File: src/rtl/v35_intc_if.sv
// Bus bundle between the CPU core and the V35 interrupt controller.
// It carries the SFR access port, the interrupt sources and the request/acknowledge handshake.
interface v35_intc_if;
    logic       ce_cycle;
    logic [2:0] intp;
    logic [2:0] tm_tick;
    logic       reg_wr;
    logic       reg_rd;
    logic [7:0] reg_addr;
    logic [7:0] reg_din;
    logic [7:0] reg_dout;
    logic       irq_req;
    logic [7:0] irq_vec;
    logic       irq_ack;
    logic       irq_fini;

    // The core side drives the strobes, pins and ticks, and observes the request.
    modport master (
        output ce_cycle, intp, tm_tick, reg_wr, reg_rd, reg_addr, reg_din,
               irq_ack, irq_fini,
        input  reg_dout, irq_req, irq_vec
    );

    // The controller side.
    modport slave (
        input  ce_cycle, intp, tm_tick, reg_wr, reg_rd, reg_addr, reg_din,
               irq_ack, irq_fini,
        output reg_dout, irq_req, irq_vec
    );
endinterface

File: src/rtl/v35_intc.sv
// V35 interrupt controller: six fixed sources (INTP0..2, TM0..2).
// Each source has an xxIC control register (flag, mask, 3-bit priority).
// ISPR is the in-service priority register.
// A two-state request FSM presents one latched vector to the core until it is
// acknowledged or withdrawn.
module v35_intc (
    input  logic          clk,
    input  logic          reset,
    v35_intc_if.slave     bus
);

    typedef enum logic [0:0] {
        S_IDLE = 1'b0,
        S_PEND = 1'b1
    } state_t;

    // Source index order: 0..2 = INTP0..2, 3..5 = TM0..2.
    localparam int NSRC = 6;

    // ------------------------------------------------------------------
    // Helper functions
    // ------------------------------------------------------------------

    // Vector number presented to the core for each source index.
    function automatic logic [7:0] vec_of(input logic [2:0] src);
        logic [7:0] v;
        case (src)
            3'd0:    v = 8'd24;
            3'd1:    v = 8'd25;
            3'd2:    v = 8'd26;
            3'd3:    v = 8'd28;
            3'd4:    v = 8'd29;
            3'd5:    v = 8'd30;
            default: v = 8'd0;
        endcase
        return v;
    endfunction

    // ISPR bits that block a source of the given priority: every level 0..prio.
    function automatic logic [7:0] prio_span(input logic [2:0] prio);
        logic [7:0] m;
        case (prio)
            3'd0:    m = 8'h01;
            3'd1:    m = 8'h03;
            3'd2:    m = 8'h07;
            3'd3:    m = 8'h0F;
            3'd4:    m = 8'h1F;
            3'd5:    m = 8'h3F;
            3'd6:    m = 8'h7F;
            3'd7:    m = 8'hFF;
            default: m = 8'hFF;
        endcase
        return m;
    endfunction

    // End-of-interrupt clears the lowest-index set bit; a zero value stays zero.
    function automatic logic [7:0] clear_lowest(input logic [7:0] v);
        return v & (v - 8'd1);
    endfunction

    // ------------------------------------------------------------------
    // State
    // ------------------------------------------------------------------
    logic [7:0] r_intm;
    logic [7:0] r_ic [NSRC];
    logic [7:0] r_ispr;
    logic [2:0] r_prev;
    state_t     r_state;
    logic [2:0] r_src;
    logic [2:0] r_prio;
    logic       r_irq_req;
    logic [7:0] r_irq_vec;
    logic [7:0] r_reg_dout;

    // ------------------------------------------------------------------
    // Combinational nets
    // ------------------------------------------------------------------
    logic             w_wr_intm;
    logic [NSRC-1:0]  w_wr_ic;
    logic [7:0]       w_rd_data;
    logic [2:0]       w_edge_set;
    logic [NSRC-1:0]  w_set;
    logic [7:0]       w_elig;
    logic             w_win_found;
    logic [2:0]       w_win_src;
    logic [2:0]       w_win_prio;
    state_t           w_state_nxt;
    logic             w_take;
    logic             w_ack;
    logic [NSRC-1:0]  w_ack_clr;
    logic [7:0]       w_ispr_nxt;
    logic [7:0]       w_ic_nxt [NSRC];

    // Decode SFR writes; unlisted offsets and ISPR are simply not decoded.
    always_comb begin
        w_wr_intm = 1'b0;
        w_wr_ic   = 6'b000000;
        if (bus.reg_wr) begin
            case (bus.reg_addr)
                8'h40:   w_wr_intm  = 1'b1;
                8'h4C:   w_wr_ic[0] = 1'b1;
                8'h4D:   w_wr_ic[1] = 1'b1;
                8'h4E:   w_wr_ic[2] = 1'b1;
                8'h9C:   w_wr_ic[3] = 1'b1;
                8'h9D:   w_wr_ic[4] = 1'b1;
                8'h9E:   w_wr_ic[5] = 1'b1;
                default: w_wr_intm  = 1'b0;
            endcase
        end else begin
            w_wr_intm = 1'b0;
        end
    end

    // Read-data mux; unlisted offsets return zero.
    always_comb begin
        w_rd_data = 8'h00;
        case (bus.reg_addr)
            8'h40:   w_rd_data = r_intm;
            8'h4C:   w_rd_data = r_ic[0];
            8'h4D:   w_rd_data = r_ic[1];
            8'h4E:   w_rd_data = r_ic[2];
            8'h9C:   w_rd_data = r_ic[3];
            8'h9D:   w_rd_data = r_ic[4];
            8'h9E:   w_rd_data = r_ic[5];
            8'hFC:   w_rd_data = r_ispr;
            default: w_rd_data = 8'h00;
        endcase
    end

    // External pins: a change towards the INTM-selected level sets the flag.
    always_comb begin
        w_edge_set = 3'b000;
        for (int n = 0; n < 3; n++) begin
            w_edge_set[n] = bus.ce_cycle
                          && (bus.intp[n] != r_prev[n])
                          && (bus.intp[n] == r_intm[2*n+2]);
        end
        w_set = {bus.tm_tick, w_edge_set};
    end

    // Eligibility and winner selection.
    // A strict less-than keeps the lower index on a priority tie.
    always_comb begin
        w_elig      = 8'h00;
        w_win_found = 1'b0;
        w_win_src   = 3'd0;
        w_win_prio  = 3'd7;
        for (int n = 0; n < NSRC; n++) begin
            w_elig[n] = r_ic[n][7] && !r_ic[n][6]
                     && ((r_ispr & prio_span(r_ic[n][2:0])) == 8'h00);
            if (w_elig[n] && (!w_win_found || (r_ic[n][2:0] < w_win_prio))) begin
                w_win_found = 1'b1;
                w_win_src   = 3'(n);
                w_win_prio  = r_ic[n][2:0];
            end else begin
                w_win_found = w_win_found;
            end
        end
    end

    // Request FSM next state.
    // Ack beats withdrawal, and a pending request is never preempted.
    always_comb begin
        w_state_nxt = r_state;
        w_take      = 1'b0;
        w_ack       = 1'b0;
        case (r_state)
            S_IDLE: begin
                if (bus.ce_cycle && w_win_found) begin
                    w_state_nxt = S_PEND;
                    w_take      = 1'b1;
                end else begin
                    w_state_nxt = S_IDLE;
                end
            end
            S_PEND: begin
                if (bus.ce_cycle && bus.irq_ack) begin
                    w_ack       = 1'b1;
                    w_state_nxt = S_IDLE;
                end else if (bus.ce_cycle && !w_elig[r_src]) begin
                    w_state_nxt = S_IDLE;
                end else begin
                    w_state_nxt = S_PEND;
                end
            end
            default: w_state_nxt = S_IDLE;
        endcase
    end

    // ISPR update: apply the fini clear first, then the ack set of the latched priority.
    always_comb begin
        w_ispr_nxt = r_ispr;
        if (bus.ce_cycle && bus.irq_fini) begin
            w_ispr_nxt = clear_lowest(w_ispr_nxt);
        end else begin
            w_ispr_nxt = r_ispr;
        end
        if (w_ack) begin
            w_ispr_nxt = w_ispr_nxt | (8'h01 << r_prio);
        end else begin
            w_ispr_nxt = w_ispr_nxt;
        end
    end

    // Control-register update.
    // Apply the software write, then the ack clear, then the hardware set, so that any set wins the flag.
    always_comb begin
        w_ack_clr = 6'b000000;
        for (int n = 0; n < NSRC; n++) begin
            w_ack_clr[n] = w_ack && (r_src == 3'(n));
            w_ic_nxt[n]  = r_ic[n];
            if (w_wr_ic[n]) begin
                w_ic_nxt[n] = bus.reg_din;
            end else begin
                w_ic_nxt[n] = r_ic[n];
            end
            if (w_ack_clr[n]) begin
                w_ic_nxt[n][7] = 1'b0;
            end else begin
                w_ic_nxt[n][7] = w_ic_nxt[n][7];
            end
            if (w_set[n]) begin
                w_ic_nxt[n][7] = 1'b1;
            end else begin
                w_ic_nxt[n][7] = w_ic_nxt[n][7];
            end
        end
    end

    // ------------------------------------------------------------------
    // Sequential logic
    // ------------------------------------------------------------------

    // FSM state register.
    always_ff @(posedge clk or posedge reset) begin
        if (reset) begin
            r_state <= S_IDLE;
        end else begin
            r_state <= w_state_nxt;
        end
    end

    // SFR storage and the pin history used for edge detection.
    always_ff @(posedge clk or posedge reset) begin
        if (reset) begin
            r_intm <= 8'h00;
            r_ispr <= 8'h00;
            r_prev <= 3'b000;
            for (int n = 0; n < NSRC; n++) begin
                r_ic[n] <= 8'h47;
            end
        end else begin
            if (w_wr_intm) begin
                r_intm <= bus.reg_din;
            end
            r_ispr <= w_ispr_nxt;
            if (bus.ce_cycle) begin
                r_prev <= bus.intp;
            end
            for (int n = 0; n < NSRC; n++) begin
                r_ic[n] <= w_ic_nxt[n];
            end
        end
    end

    // Latched request: the source, priority and vector are captured when the FSM leaves IDLE.
    // The vector holds after a withdrawal.
    always_ff @(posedge clk or posedge reset) begin
        if (reset) begin
            r_src     <= 3'd0;
            r_prio    <= 3'd0;
            r_irq_vec <= 8'h00;
            r_irq_req <= 1'b0;
        end else begin
            if (w_take) begin
                r_src     <= w_win_src;
                r_prio    <= w_win_prio;
                r_irq_vec <= vec_of(w_win_src);
            end
            r_irq_req <= (w_state_nxt == S_PEND);
        end
    end

    // Registered read data: it loads on a read strobe and holds otherwise.
    always_ff @(posedge clk or posedge reset) begin
        if (reset) begin
            r_reg_dout <= 8'h00;
        end else if (bus.reg_rd) begin
            r_reg_dout <= w_rd_data;
        end
    end

    assign bus.reg_dout = r_reg_dout;
    assign bus.irq_req  = r_irq_req;
    assign bus.irq_vec  = r_irq_vec;

endmodule

File: src/flat_wrapper.sv
// flat-port wrapper written by rule: the top's interface ports become plain ports
module v35_intc_flat 
  (clk, reset, bus_ce_cycle, bus_intp, bus_tm_tick, bus_reg_wr, bus_reg_rd, bus_reg_addr, bus_reg_din, bus_irq_ack, bus_irq_fini, bus_reg_dout, bus_irq_req, bus_irq_vec);
  v35_intc_if bus_i ();
  input  logic clk;
  input  logic reset;
  input wire logic [$bits(bus_i.ce_cycle)-1:0] bus_ce_cycle;
  input wire logic [$bits(bus_i.intp)-1:0] bus_intp;
  input wire logic [$bits(bus_i.tm_tick)-1:0] bus_tm_tick;
  input wire logic [$bits(bus_i.reg_wr)-1:0] bus_reg_wr;
  input wire logic [$bits(bus_i.reg_rd)-1:0] bus_reg_rd;
  input wire logic [$bits(bus_i.reg_addr)-1:0] bus_reg_addr;
  input wire logic [$bits(bus_i.reg_din)-1:0] bus_reg_din;
  input wire logic [$bits(bus_i.irq_ack)-1:0] bus_irq_ack;
  input wire logic [$bits(bus_i.irq_fini)-1:0] bus_irq_fini;
  output wire logic [$bits(bus_i.reg_dout)-1:0] bus_reg_dout;
  output wire logic [$bits(bus_i.irq_req)-1:0] bus_irq_req;
  output wire logic [$bits(bus_i.irq_vec)-1:0] bus_irq_vec;
  assign bus_i.ce_cycle = bus_ce_cycle;
  assign bus_i.intp = bus_intp;
  assign bus_i.tm_tick = bus_tm_tick;
  assign bus_i.reg_wr = bus_reg_wr;
  assign bus_i.reg_rd = bus_reg_rd;
  assign bus_i.reg_addr = bus_reg_addr;
  assign bus_i.reg_din = bus_reg_din;
  assign bus_i.irq_ack = bus_irq_ack;
  assign bus_i.irq_fini = bus_irq_fini;
  assign bus_reg_dout = bus_i.reg_dout;
  assign bus_irq_req = bus_i.irq_req;
  assign bus_irq_vec = bus_i.irq_vec;
  v35_intc u_core (.clk(clk), .reset(reset), .bus(bus_i));
endmodule
File: config.mk
export PLATFORM = sky130hd
export DESIGN_NAME = v35_intc_flat
export DESIGN_NICKNAME = d
export VERILOG_FILES = /design/src/rtl/v35_intc_if.sv /design/src/rtl/v35_intc.sv /design/src/flat_wrapper.sv
export SDC_FILE = /design/constraint.sdc
export NUM_CORES = 1
export LEC_CHECK = 0
export BUFFER_PORTS_ARGS = -buffer_cell sky130_fd_sc_hd__buf_2
export CORE_AREA = 2 2 95 97
export DETAILED_ROUTE_END_ITERATION = 12
export DIE_AREA = 0 0 97 99
export PLACE_DENSITY_LB_ADDON = 0.1
export SYNTH_ARGS = -nofsm -noshare
export SYNTH_HDL_FRONTEND = slang
export SYNTH_SLANG_ARGS = --single-unit
File: constraint.sdc
create_clock -name clk -period 17.3 [get_ports clk]
set_clock_uncertainty 0.05 [all_clocks]
set_input_delay 0.865 -clock clk [delete_from_list [all_inputs] [get_ports clk]]
set_output_delay 0.865 -clock clk [all_outputs]
set_load 0.01 [all_outputs]
# ---- After elaboration in Yosys (flattened, before gate mapping)
# Memory sizes are Yosys's and may differ from the RTL's.
# Cells that the tools add are included.
dict set report classes {
  magnitude_cmp 6
  shift 1
  mul 0
  reduce_logical 64
  div 0
  add_sub_neg 1
  eq_ne 24
  bitwise 9
  muxes 57
}
# operator count
set op_table {}
lappend op_table {{8-bit two-way mux} 8}
lappend op_table {{8-bit one-hot mux with 8 select lines} 1}
lappend op_table {{8-bit AND} 7}
lappend op_table {{8-bit zero test} 6}
lappend op_table {{1-bit two-way mux} 34}
lappend op_table {{1-bit logical AND} 33}
lappend op_table {{8-bit by 7-bit equality test with 1-bit output (second input constant)} 4}
lappend op_table {{8-bit equality test (second input constant)} 4}
lappend op_table {{5-bit one-hot mux with 6 select lines} 1}
lappend op_table {{3-bit two-way mux} 8}
lappend op_table {{3-bit nonzero test} 6}
lappend op_table {{3-bit less-than comparator} 5}
lappend op_table {{3-bit by 2-bit equality test with 1-bit output (second input constant)} 4}
lappend op_table {{3-bit equality test (second input constant)} 4}
lappend op_table {{1-bit zero test} 12}
lappend op_table {{8-bit OR} 1}
lappend op_table {{1-bit by 3-bit left shift with 8-bit output (first input constant)} 1}
lappend op_table {{8-bit by 1-bit subtractor with 8-bit output (second input constant)} 1}
lappend op_table {{3-bit by 1-bit equality test with 1-bit output (second input constant)} 2}
lappend op_table {{3-bit zero test} 2}
lappend op_table {{6-bit two-way mux} 1}
lappend op_table {{1-bit logical OR} 5}
lappend op_table {{3-bit by 4-bit less-than comparator with 1-bit output (second input constant)} 1}
lappend op_table {{2-bit two-way mux} 2}
lappend op_table {{5 further kinds} 9}
dict set report totals {
  latchBits 0
  out_inout_bits 17
  input_bits 29
  mem_bits_rw 0
  register_bits 90
  mem_count 6
  romBits 336
  word_cells 188
}
# name words width read_ports rd_clocked_by_memory_dff write_ports line_no
set mem_list {}
lappend mem_list {{(no name shown)} 8 7 1 0 0 v35_intc.sv:42} ;# case (prio)
lappend mem_list {{(no name shown)} 8 7 1 0 0 v35_intc.sv:42}
lappend mem_list {{(no name shown)} 8 7 1 0 0 v35_intc.sv:42}
lappend mem_list {{(no name shown)} 8 7 1 0 0 v35_intc.sv:42}
lappend mem_list {{(no name shown)} 8 7 1 0 0 v35_intc.sv:42}
lappend mem_list {{(no name shown)} 8 7 1 0 0 v35_intc.sv:42}

# ---- Logic depth before layout (Yosys ltp)
# An unclocked memory read counts as a cell.
dict set report logic_depth {
  ltp_word 28
  ltp_mapped 38
  mapped_depth_nobuf 36
}

# ---- Worst setup path after synthesis
# OpenSTA, ideal clock, no wires.
dict set report synth_path {
  path_kind {reg2reg}
  from {register u_core.r_ic[40] (netlist bit)}
  to {register u_core.r_prio[1]}
  n_path_buf 2
  arrival_time_ns 7.574
  t_required_ns 17.126
  slack_ns 9.552
  stages_incl_launch_ff 34
  synth_period_minus_slack_ns 7.748
  setup_ns 0.124
  cell_sequence {dfstp_2 clkbuf_1 o21a_1 o22a_1 nor3_1 ha_1 nor2b_1 a311o_1 a311oi_1 mux2i_1 inv_1 ha_1 or4b_1 and3_1 buf_2 nand2_1 o311a_1 a31oi_1 ha_1 o21a_1 nor2_1 o21bai_1 a21boi_2 mux2_4 ha_1 a21o_1 o41ai_4 mux2_4 ha_1 a211o_1 o21ai_0 o211ai_4 nor3b_1 a211o_1}
}
dict set report synth_via {
  elab_chain_cells 28
  word_cells_on_any_way 39
  classes_between {order compare (5); mux (14); bitwise (1); reduce/logical (18); memory (1)}
}
# item line_no
set synth_rtl {}
lappend synth_rtl {{from (decl)} v35_intc.sv:65} ;# logic [7:0] r_ic [NSRC];
lappend synth_rtl {{from (signal, indexed assignment)} v35_intc.sv:261} ;# r_ic[n] <= w_ic_nxt[n];
lappend synth_rtl {{memory read 8 x 7 bit} n/a}
lappend synth_rtl {{8-bit AND} v35_intc.sv:150} ;# && ((r_ispr & prio_span(r_ic[n][2:0])) == 8'h00);
lappend synth_rtl {{8-bit zero test} v35_intc.sv:150}
lappend synth_rtl {{1-bit logical AND} v35_intc.sv:150}
lappend synth_rtl {{3-bit two-way mux or 1-bit two-way mux (tied branches)} v35_intc.sv:151} ;# if (w_elig[n] && (!w_win_found || (r_ic[n][2:0] < w_win_prio))) begin
lappend synth_rtl {{3-bit less-than comparator or 1-bit zero test (tied branches)} v35_intc.sv:151}
lappend synth_rtl {{1-bit logical OR} v35_intc.sv:151}
lappend synth_rtl {{1-bit logical AND} v35_intc.sv:151}
lappend synth_rtl {{(+12 left out)} n/a}
lappend synth_rtl {{3-bit two-way mux or 1-bit two-way mux (tied branches)} v35_intc.sv:151}
lappend synth_rtl {{3-bit less-than comparator or 1-bit zero test (tied branches)} v35_intc.sv:151}
lappend synth_rtl {{1-bit logical OR} v35_intc.sv:151}
lappend synth_rtl {{1-bit logical AND} v35_intc.sv:151}
lappend synth_rtl {{1-bit two-way mux} v35_intc.sv:151}
lappend synth_rtl {{1-bit logical AND} v35_intc.sv:169} ;# if (bus.ce_cycle && w_win_found) begin
lappend synth_rtl {{1-bit two-way mux} v35_intc.sv:169}
lappend synth_rtl {{1-bit two-way mux} v35_intc.sv:167} ;# case (r_state)
lappend synth_rtl {{to (signal assigned)} v35_intc.sv:277} ;# r_prio <= w_win_prio;
lappend synth_rtl {{to (decl)} v35_intc.sv:70} ;# logic [2:0] r_prio;
# Parallel ways exist; a longest one is shown, timed or not.
# A chain may end at the register's enable or synchronous reset.

# ---- Worst setup path after layout
dict set report layout_path {
  from {register u_core.r_ic[41] (netlist bit)}
  to {register u_core.r_prio[2]}
}
# Same word-level chain as after synthesis.

==> impl_results.md <==
- CP Max Fanout: 11
- Worst skew pair latency: 0.36 ns
- Core area: 8550 sq um
- FFs w/ async S/R, synth: 100%
- Cts bufs inserted: 9
- Most area-consuming cells after synthesis: dfrtp_1 30%, dfstp_2 12%, mux2_2 12%, a22oi_1 4.8%, nand2_1 3.1%
- Fillers: 679
- Final hold vios: 0
- Routed len/inst: 21.2 um
- Nets: 576
- First-pass GRT wire length: 22,300 um
- Met2 wire len: 6540 um
- Synth Instances: 506
- Site row count: 34
- Max clock buf depth: 2
- Largest net degree at the start of global routing: 87
- Drt initial violations: 434
- Status: finished, final reports clean
- DPL Wire Length: 9860 um
- Final slew viol count: 0
- Yosys top cell by area: dfrtp_1
- Slew @ Worst Pin: 1.09 ns
- Most frequent cell after synthesis: dfrtp_1
- Synth cell count leaders: 62 x dfrtp_1, 54 x mux2_2, 42 x nand2_1
- Die area: 9600 sq um
- Mean post-synth cell area: 10.2 sq um
- Pleak: 2.44 nW
- Clock transition at path regs: 0.11 ns
- Layout Utilization: 65.5%
- Final Instance Count excl. Fillers: 652
- Die Height: 99 um
- EDFF count, synth: 0
- Placed insts: 636
- Total track usage: 29.4%
- I/O pins: 46
- VDD IR max: 0.0609 mV
- # DRC: 0
- CTS resizes: 0
- Setup repair bufs after CTS: 0
- Synth Warn #: 0
- Tcrit/Tclk final: 48.1%
- Post-synthesis sequential area ratio: 42.4%
- Setup crit start kind: flip-flop
- Vias: 4,458
- CTS tree: yes
- Fraction of layout cells with a size suffix above 1: 29.4%
- Pwr dens: 143 nW/um^2
- Worst setup EP type: flip-flop
- ANT cells: 0
- GR Overflow Total: 0
- CTS Sinks: 86
- Crit path DAT: 8.53 ns
- RD Place Congestion: 0.968
- RSZ-0062 raised after global routing: no
- Primary FF master, synth: dfrtp_1
- Initial antenna violation count: 0
- Drt first pass iters: 5
- Total wire length: 13,800 um
- Post-synthesis cell type count: 76
- Initial core utilization: 60.2%
- Tmin final: 8.32 ns
- CTS H-tree lvls: 3
- Seq. cell area: 2180 sq um
- FMAX: 120 MHz
- Vias per cell: 6.84
- Setup TNS: 0 ns
- Root buf cell: clkbuf_8
- Hold buffers post-CTS: 0
- Post-Syn Area: 5150 sq um
- Met3 routed WL: 1200 um
- Die Span X: 97 um
- Area Overhead vs Synth: 8.79%
- I/O Buffers: 42
- WS Path Type: reg -> reg
- Vias in the first global route: 4,269
- Multi-input combinational cell area: 2770 sq um
- Synth top area share: 30.1%
- Most used cell along the critical path: ha_1
- #FFs+latches synth: 86
- HP Class: reg -> reg
- Worst Path Required: 17.51 ns
- Slew HR: 27.4%
- Routed metal-1 wire length: 5780 um
- CP peak stage delay: 0.53 ns
- Slowest CP cell: o41ai_4
- Highest metal used: met4
- ANT nets after route: 0
- Final setup viols: 0
- Max-Cap Viols: 0
-- cell families after synthesis --
group	synth area share, %
AND/OR/NAND/NOR	13.3
flip-flops	42.4
adder cells (fa/ha/maj)	1.94
other	0.0728
multiplexers	13.8
AO/OA/AOI/OAI	24.3
buffers and inverters	4.13
-- layer usage --
metal | vias to the layer above | GRT usage (%)
li1 | 1986 | -
met1 | 2220 | 42.2
met2 | 220 | 46.4
met3 | 32 | 4.89
met4 | 0 | 8.34
met5 | - | 0
-- registers in the layout, indices dropped and copies added, names as in the netlist, 3 cells and up --
signal / flops
u_core.bus.irq_vec: 4
u_core.r_ic: 48
u_core.bus.reg_dout: 8
u_core.r_prev: 3
u_core.r_ispr: 8
u_core.r_src: 3
u_core.r_prio: 3
u_core.r_intm: 8
-- cell type report --
type | instances | area share [%]
Clock inverter | 7 | 1.36
Clock buffer | 9 | 2.21
Inverter | 24 | 1.63
Sequential cell | 86 | 38.9
Multi-Input combinational cell | 374 | 49.4
Timing Repair Buffer | 44 | 4.02
Tap cell | 108 | 2.41
-- metrics by stage --
| stage | setup WS, ns | hold slack (ns) | total power (W) | instance area [sq um] |
|---|---|---|---|---|
| floorplan | 9.55 | 0.430 | 0.000576 | 5160 |
| global placement | 9.38 | 0.409 | 0.000644 | 5400 |
| detailed placement | 9.10 | 0.420 | 0.000656 | 5400 |
| CTS | 9.08 | 0.446 | 0.000799 | 5600 |
| global route | 8.53 | 0.482 | 0.000855 | 5600 |
| finish | 8.98 | 0.441 | 0.000804 | 5600 |
-- worst max-delay path: cells and delay by family (launching register included) --
| family | cells | cell delay [ns] |
|---|---|---|
| compound gates | 13 | 3.29 |
| fa+ha+maj | 5 | 1.40 |
| buf+inv | 1 | 0.08 |
| flops | 1 | 0.45 |
| mux | 5 | 1.24 |
| simple gates | 9 | 1.72 |
-- placed cells by master (no fill, tap or decap), types with 4 or more instances in the layout --
master and instances:
dfrtp_1 62, mux2_2 54, nand2_1 42, buf_2 42, nor2_1 36, a22oi_1 33, dfstp_2 24, o21ai_0 22
inv_1 21, a21oi_1 18, nand2b_1 10, clkbuf_8 9, a21o_1 8, a41o_1 8, ha_1 8, o31ai_1 7
nand3_1 7, mux2i_1 6, a211o_1 5, o21a_1 5, o21ai_1 5, or3_1 5, nor3_1 5, o21bai_1 5
a31oi_1 5, a221oi_1 4, o211ai_1 4, nor4_1 4, nor2b_1 4, o2111ai_1 4
-- worst paths after layout --
path / from / to / slack (ns) / cells after the start
max: u_core.r_ic[41] / u_core.r_prio[2] / 8.98 / 33
min reg2reg: u_core.bus.irq_vec[0] / u_core.bus.irq_vec[0] / 0.44 / 2
min: u_core.bus.irq_vec[0] / u_core.bus.irq_vec[0] / 0.44 / 2
max reg2reg: u_core.r_ic[41] / u_core.r_prio[2] / 8.98 / 33
min in group asynchronous: reset / u_core.r_prev[1] / 0.76 / 3
max in group asynchronous: reset / u_core.r_intm[6] / 15.73 / 3
-- report_power, final --
group	leakage [nW]	switching [W]	internal [W]	total, W
sequential	1.05	0.0000447	0.000228	0.000272
clock	0.102	0.0000860	0.0000572	0.000143
combinational	1.29	0.000221	0.000167	0.000388
total	2.44	0.000352	0.000452	0.000804
Power figures use the tool's default switching activity.
